### config.mk
export PLATFORM = sky130hd
export DESIGN_NAME = arith_req_scheduler
export DESIGN_NICKNAME = d
export VERILOG_FILES = /design/src/rtl/arith_req_scheduler.sv
export SDC_FILE = /design/constraint.sdc
export NUM_CORES = 1
export LEC_CHECK = 0
export ABC_AREA = 1
export CORE_MARGIN = 2
export CORE_UTILIZATION = 45
export DETAILED_ROUTE_END_ITERATION = 8
export DONT_BUFFER_PORTS = 1
export PLACE_DENSITY = 0.6
export SETUP_SLACK_MARGIN = 0.15
export SLEW_MARGIN = 40
export SYNTH_ARGS = -nofsm -noshare
export SYNTH_HDL_FRONTEND = slang
export SYNTH_SLANG_ARGS = --single-unit
### constraint.sdc
create_clock -name CLK_arith -period 1.4 [get_ports CLK_arith]
set_input_delay 0.14 -clock CLK_arith [delete_from_list [all_inputs] [get_ports CLK_arith]]
set_output_delay 0.14 -clock CLK_arith [all_outputs]
set_load 0.02 [all_outputs]
### src/rtl/arith_req_scheduler.sv
// Round-robin scheduler sharing one arithmetic unit between two valid/ready requesters.
// Optional macro ARITH_DIV0_CHECK_EN short-circuits divide-by-zero ops with resp_err=1.
module arith_req_scheduler #(
    parameter int WIDTH_IN_DATA  = 16,
    parameter int WIDTH_OUT_DATA = 32
) (
    input  logic                      CLK_arith,
    input  logic                      RST_arith,
    input  logic                      req0_valid,
    output logic                      req0_ready,
    input  logic [WIDTH_IN_DATA-1:0]  req0_a,
    input  logic [WIDTH_IN_DATA-1:0]  req0_b,
    input  logic [1:0]                req0_fun,
    input  logic                      req1_valid,
    output logic                      req1_ready,
    input  logic [WIDTH_IN_DATA-1:0]  req1_a,
    input  logic [WIDTH_IN_DATA-1:0]  req1_b,
    input  logic [1:0]                req1_fun,
    output logic                      resp_valid,
    input  logic                      resp_ready,
    output logic                      resp_id,
    output logic [WIDTH_OUT_DATA:0]   resp_data,
    output logic                      resp_err,
    output logic                      busy,
    output logic [WIDTH_IN_DATA-1:0]  A_arith,
    output logic [WIDTH_IN_DATA-1:0]  B_arith,
    output logic [1:0]                ALU_FUN_arith,
    output logic                      Arith_Enable,
    input  logic [WIDTH_OUT_DATA:0]   Arith_OUT,
    input  logic                      Arith_Flag
);

    typedef enum logic [1:0] {S_IDLE, S_ISSUE, S_WAIT, S_RESP} state_t;

    state_t                     state, state_nxt;
    logic                       last_grant;
    logic                       grant_id;
    logic                       accept;
    logic [WIDTH_IN_DATA-1:0]   sel_a, sel_b;
    logic [1:0]                 sel_fun;
    logic                       op_id;
    logic [WIDTH_OUT_DATA:0]    resp_data_q;
`ifdef ARITH_DIV0_CHECK_EN
    logic                       div0;
    logic                       resp_err_q;
`endif

    // Grant the lone requester, or on contention the one that did not win last time.
    always_comb begin
        grant_id   = (req0_valid & req1_valid) ? ~last_grant : req1_valid;
        accept     = (state == S_IDLE) & (req0_valid | req1_valid);
        req0_ready = accept & ~grant_id;
        req1_ready = accept & grant_id;
        sel_a      = grant_id ? req1_a   : req0_a;
        sel_b      = grant_id ? req1_b   : req0_b;
        sel_fun    = grant_id ? req1_fun : req0_fun;
`ifdef ARITH_DIV0_CHECK_EN
        div0       = (sel_fun == 2'b11) && (sel_b == '0);
`endif
    end

    always_ff @(posedge CLK_arith or negedge RST_arith) begin
        if (!RST_arith) state <= S_IDLE;
        else            state <= state_nxt;
    end

    always_comb begin
        state_nxt = state;
        case (state)
            S_IDLE: begin
                if (accept) begin
`ifdef ARITH_DIV0_CHECK_EN
                    state_nxt = div0 ? S_RESP : S_ISSUE;
`else
                    state_nxt = S_ISSUE;
`endif
                end
            end
            S_ISSUE: state_nxt = S_WAIT;
            S_WAIT:  if (Arith_Flag) state_nxt = S_RESP;
            S_RESP:  if (resp_ready) state_nxt = S_IDLE;
            default: state_nxt = S_IDLE;
        endcase
    end

    // Operand registers double as the unit's inputs and hold their value through IDLE.
    always_ff @(posedge CLK_arith or negedge RST_arith) begin
        if (!RST_arith) begin
            last_grant    <= 1'b1;
            A_arith       <= '0;
            B_arith       <= '0;
            ALU_FUN_arith <= '0;
            op_id         <= 1'b0;
            resp_data_q   <= '0;
`ifdef ARITH_DIV0_CHECK_EN
            resp_err_q    <= 1'b0;
`endif
        end else begin
            if (accept) begin
                last_grant    <= grant_id;
                A_arith       <= sel_a;
                B_arith       <= sel_b;
                ALU_FUN_arith <= sel_fun;
                op_id         <= grant_id;
`ifdef ARITH_DIV0_CHECK_EN
                if (div0) begin
                    resp_data_q <= '0;
                    resp_err_q  <= 1'b1;
                end
`endif
            end
            if (state == S_WAIT && Arith_Flag) begin
                resp_data_q <= Arith_OUT;
`ifdef ARITH_DIV0_CHECK_EN
                resp_err_q  <= 1'b0;
`endif
            end
        end
    end

    assign Arith_Enable = (state == S_ISSUE);
    assign resp_valid   = (state == S_RESP);
    assign busy         = (state != S_IDLE);
    assign resp_id      = op_id;
    assign resp_data    = resp_data_q;
`ifdef ARITH_DIV0_CHECK_EN
    assign resp_err     = resp_err_q;
`else
    assign resp_err     = 1'b0;
`endif

endmodule

==> results of run 1 <==
[cell usage after synthesis]
library cell / instances
sky130_fd_sc_hd__nand2_1: 113
sky130_fd_sc_hd__nand3_1: 102
sky130_fd_sc_hd__dfrtp_1: 70
sky130_fd_sc_hd__nand4_1: 36
sky130_fd_sc_hd__clkbuf_1: 13
sky130_fd_sc_hd__buf_4: 8
sky130_fd_sc_hd__buf_2: 7
sky130_fd_sc_hd__inv_1: 7
sky130_fd_sc_hd__ha_1: 4
sky130_fd_sc_hd__buf_6: 3
sky130_fd_sc_hd__nor2_1: 2
sky130_fd_sc_hd__buf_1: 1
sky130_fd_sc_hd__conb_1: 1
sky130_fd_sc_hd__dfstp_2: 1
sky130_fd_sc_hd__inv_2: 1
sky130_fd_sc_hd__nand2_2: 1
sky130_fd_sc_hd__nand2_4: 1
sky130_fd_sc_hd__nor2_2: 1
sky130_fd_sc_hd__nor2_4: 1
sky130_fd_sc_hd__o21ai_4: 1
[cells by family after synthesis]
logic type	share of synthesized area
compound gates	0.004988
flops	0.5451
other cells	0.001150
fa+ha+maj	0.01534
simple gates	0.3686
buf+inv	0.06482
[per-stage QoR]
| stage | utilization | hold WS (ns) | setup WS (ns) | area [um2] | instances |
|---|---|---|---|---|---|
| after detailed placement | 0.4791 | -0.1538 | -0.1198 | 3420 | 459 |
| after global placement | 0.4791 | -0.1539 | -0.03646 | 3420 | 459 |
| after floorplan | - | -0.1556 | 0.09729 | 3304 | 374 |
==> flow_summary.yaml, run 1 <==
clock_network:
  cts_h_tree_depth: 3
  cts_root_buf: "sky130_fd_sc_hd__clkbuf_8"
  cts_repair_resize_count: 77
  cts.repair_timing.setup_buffer_count: 15
  cts.path.max_buffers: 2
  cts_buffers: 9
  cts.sink_count: 71
  cts_hold_buffers: 101
place:
  routabilityCongestion: 0.7455
  hpwl_um: 5637
  io_buffer_count: 0
floorplan:
  die_width_um: 89.14
  pin_count: 181
  fp.dieH_um: 89.14
  num_rows: 31
  initial_utilization: 0.4570
synthesis:
  ys_seq_area_frac: 0.5451
  post_synth_instance_area_um2: 3262
  synth.area.top_cells: "sky130_fd_sc_hd__dfrtp_1 54%, sky130_fd_sc_hd__nand3_1 16%, sky130_fd_sc_hd__nand2_1 13%"
  count_of_synthesis_stage_warnings_from_yosys: 0
  post_syn_instances: 374
  synth.ff_latch_count: 71
  synth_top_area_frac: 0.5370
  yosysUniqueCellTypes: 20
  yosysTopAreaCell: "sky130_fd_sc_hd__dfrtp_1"
  synth.avg_cell_area_um2: 8.722
  syn-num-nets: 485
status:
  run_status: "aborted with a tool error"
  run.stop_error: "[ERROR RSZ-0060] Max buffer count reached."
  failing_step: "clock tree synthesis (4_1_cts)"
==> run 2, diff against run 1 <==
--- a/config.mk
+++ b/config.mk
@@ -7,11 +7,10 @@
 export LEC_CHECK = 0
 export ABC_AREA = 1
 export CORE_MARGIN = 2
-export CORE_UTILIZATION = 45
+export CORE_UTILIZATION = 30
 export DETAILED_ROUTE_END_ITERATION = 8
 export DONT_BUFFER_PORTS = 1
-export PLACE_DENSITY = 0.6
-export SETUP_SLACK_MARGIN = 0.15
+export PLACE_DENSITY_LB_ADDON = 0.15
 export SLEW_MARGIN = 40
 export SYNTH_ARGS = -nofsm -noshare
 export SYNTH_HDL_FRONTEND = slang
==> constraint.sdc (replaced) <==
create_clock -name CLK_arith -period 1.8 [get_ports CLK_arith]
set_input_delay 0.18 -clock CLK_arith [delete_from_list [all_inputs] [get_ports CLK_arith]]
set_output_delay 0.18 -clock CLK_arith [all_outputs]
set_load 0.02 [all_outputs]
==> run 2 against run 1 <==
The flow now finishes, with violations (negative hold slack); area after synthesis unchanged; synthesized cell count unchanged.
==> flow_summary.yaml, run 2 <==
status:
  failed_checks: "negative hold slack"
  run_status: "complete, but fails checks"
power_and_ir_drop:
  power.static_leakage_nw: 2.054
  worst_ir_drop_vdd_mv: 0.6228
  pwr_density_cell_nw_per_um2: 1698
grt:
  vias_in_the_first_global_route: 3032
  antenna_violations_before_repair: 0
  global_route_wire_length_before_repair_um: 15550
  globalRouteTotalUtil: 0.1729
  grt_max_degree: 72
  grt_remaining_overflow: 0
synthesis:
  synth.ff_latch_count: 71
  yosysUniqueCellTypes: 20
  async_flop_share: 1.000
  synth_enable_flop_cells: 0
  synth-main-ff-cell: "sky130_fd_sc_hd__dfrtp_1"
  ys_seq_area_frac: 0.5451
  yosysTopAreaCell: "sky130_fd_sc_hd__dfrtp_1"
  post-synth-top-count-cell: "sky130_fd_sc_hd__nand2_1"
  synth.area.top_cells: "sky130_fd_sc_hd__dfrtp_1 54%, sky130_fd_sc_hd__nand3_1 16%, sky130_fd_sc_hd__nand2_1 13%"
  synth.avg_cell_area_um2: 8.722
  count_of_synthesis_stage_warnings_from_yosys: 0
  synth_top_area_frac: 0.5370
  ys_top_cells_by_count: "113 x sky130_fd_sc_hd__nand2_1, 102 x sky130_fd_sc_hd__nand3_1, 70 x sky130_fd_sc_hd__dfrtp_1, 36 x sky130_fd_sc_hd__nand4_1, 13 x sky130_fd_sc_hd__clkbuf_1"
  post_syn_instances: 374
  post_synth_instance_area_um2: 3262
  syn-num-nets: 485
worst_setup_path:
  setup.worst_path.start: "state[0]"
  startpoint_of_the_worst_slack_reg_to_reg_timing_path: "state[0]"
  crit_path_end_kind: "output port"
  worst_setup_path_endpoint: "req0_ready"
  cp_max_fo: 11
  crit-reg2reg-capture: "resp_data[23]"
  worstPathArrival_ns: 1.54
  reg2reg_setup_slack_ns: 0.13
  timing.reg2reg.worst_path_depth: 6
  cp.required_ns: 1.62
  setup.worst_path.class: "reg -> out"
  critPathLaunchType: "flop"
sta:
  finalMaxSlewViolations: 0
  setup_repair_after_global_routing_missed_its_margin: "yes"
  report.final.setup_viol: 0
  final_critical_period_ns: 1.718
  finalHoldViolations: 71
  fin_hold_ws_ns: -0.4798
  timing.final.crit_share: 0.9546
  clock-skew-final_ns: 0.008732
  setup_total_negative_slack_ns: 0
  maxClockFrequency_ghz: 0.5820
layout:
  fillerInstances: 1056
  largest_reg_flops: 33
  most-common-layout-cells: "113 x sky130_fd_sc_hd__nand2_1, 102 x sky130_fd_sc_hd__nand3_1, 81 x sky130_fd_sc_hd__dlygate4sd3_1, 70 x sky130_fd_sc_hd__dfrtp_1, 36 x sky130_fd_sc_hd__nand4_1"
  mostFrequentLayoutCell: "sky130_fd_sc_hd__nand2_1"
  final_layout_size_suffix_gt1_frac: 0.08407
  n_antenna_cell: 0
  area_growth_syn_to_layout_pct: 35.06
  postLayoutCoreUtil: 0.4100
  nNetsFinal: 558
clock_network:
  cts_h_tree_depth: 3
  cts_buffers: 9
  cts_tree: "yes"
  worst_skew_pair.late_latency_ns: 0.34
  cts.path.max_buffers: 2
  clk_pin_slew_ns: 0.08
  cts.sink_count: 71
  cts_root_buf: "sky130_fd_sc_hd__clkbuf_8"
place:
  routabilityCongestion: 0.7423
  hpwl_um: 6303
  io_buffer_count: 0
floorplan:
  dieArea_um2: 11720
  initial_utilization: 0.3036
  core-area_um2: 10750
  die_width_um: 108.3
  fp.dieH_um: 108.3
  num_rows: 38
  pin_count: 181
hold_path:
  worst_hold_path_type: "in -> async"
route:
  drtIter0Drc: 275
  drc_errors: 0
  drt-wirelength-per-cell_um: 17.31
  drtPass1Iterations: 4
  via_per_inst: 5.047
  vias: 2988
  wire_length_after_detailed_routing_um: 10250
  drtAntennaViolNets: 0
job:
  drv.max_cap_violation_count: 0
run 2: cell counts after synthesis:
Identical to the previous run, type by type.
run 2: cells by family after synthesis:
logic type               Yosys count  synth area share
buffers and inverters             40           0.06482
AND/OR/NAND/NOR                  257            0.3686
AO/OA/AOI/OAI                      1          0.004988
adder cells (fa/ha/maj)            4           0.01534
other                              1          0.001150
flip-flops                        71            0.5451
run 2: final cells by class:
type                    instances  area [um2]  area share
flip-flops and latches         71        1778      0.4036
multi-input cells             263        1280      0.2905
repair buffers                 94       955.9      0.2170
well taps                     140       175.2     0.03976
clock buffers                  13       168.9     0.03834
inverters                       8       30.03    0.006816
clock inverters                 3       17.52    0.003976
run 2: repair_timing:
item	4_1_cts	5_1_grt
gates cloned	0	0
hold buffers	80	2
endpoints found under the setup margin	2	11
pin swaps	0	0
hold endpoints to repair	137	72
setup buffers	0	1
resized for setup	1	2
run 2: critical path: stages, from the launching register on:
cell                      delay, ns
sky130_fd_sc_hd__dfrtp_1       0.42
sky130_fd_sc_hd__inv_1         0.11
sky130_fd_sc_hd__ha_2          0.25
sky130_fd_sc_hd__o21ai_4       0.15
sky130_fd_sc_hd__nor2_1        0.13
sky130_fd_sc_hd__buf_4         0.14
run 2: metal layers:
| metal | up-vias | routed length, um | GRT usage |
|---|---|---|---|
| li1 | 1417 | - | - |
| met1 | 1413 | 4166 | 0.1989 |
| met2 | 154 | 4957 | 0.2969 |
| met3 | 4 | 1072 | 0.07052 |
| met4 | 0 | 51 | 0.04762 |
| met5 | - | 0 | 0 |
run 2: how the worst min path moves through the flow:
stage	end	startpoint	slack (ns)
floorplan	ALU_FUN_arith[0]	RST_arith	-0.12
global placement	B_arith[4]	RST_arith	-0.11
detailed placement	B_arith[4]	RST_arith	-0.11
CTS	B_arith[4]	RST_arith	-0.50
global route	B_arith[4]	RST_arith	-0.52
finish	B_arith[4]	RST_arith	-0.48
run 2: through the flow:
stage          area (um2)  setup WS (ns)  instances  power [W]  hold slack (ns)
2_1_floorplan        3262         0.3046        374   0.005440          -0.1156
3_3_place_gp         3388         0.2910        493   0.006067          -0.1141
3_5_place_dp         3388         0.2218        493   0.006130          -0.1141
4_1_cts              4378        0.04202        589   0.007538          -0.5022
5_1_grt              4405       -0.03622        592   0.008096          -0.5171
6_report             4405        0.08169        592   0.007479          -0.4798
run 2: report_power, final:
group	internal [W]	switching, W	leakage, nW
Clock	0.000611	0.000603	0.0954
Sequential	0.00237	0.00148	0.876
Combinational	0.000976	0.00144	1.08
Power figures use the tool's default switching activity.
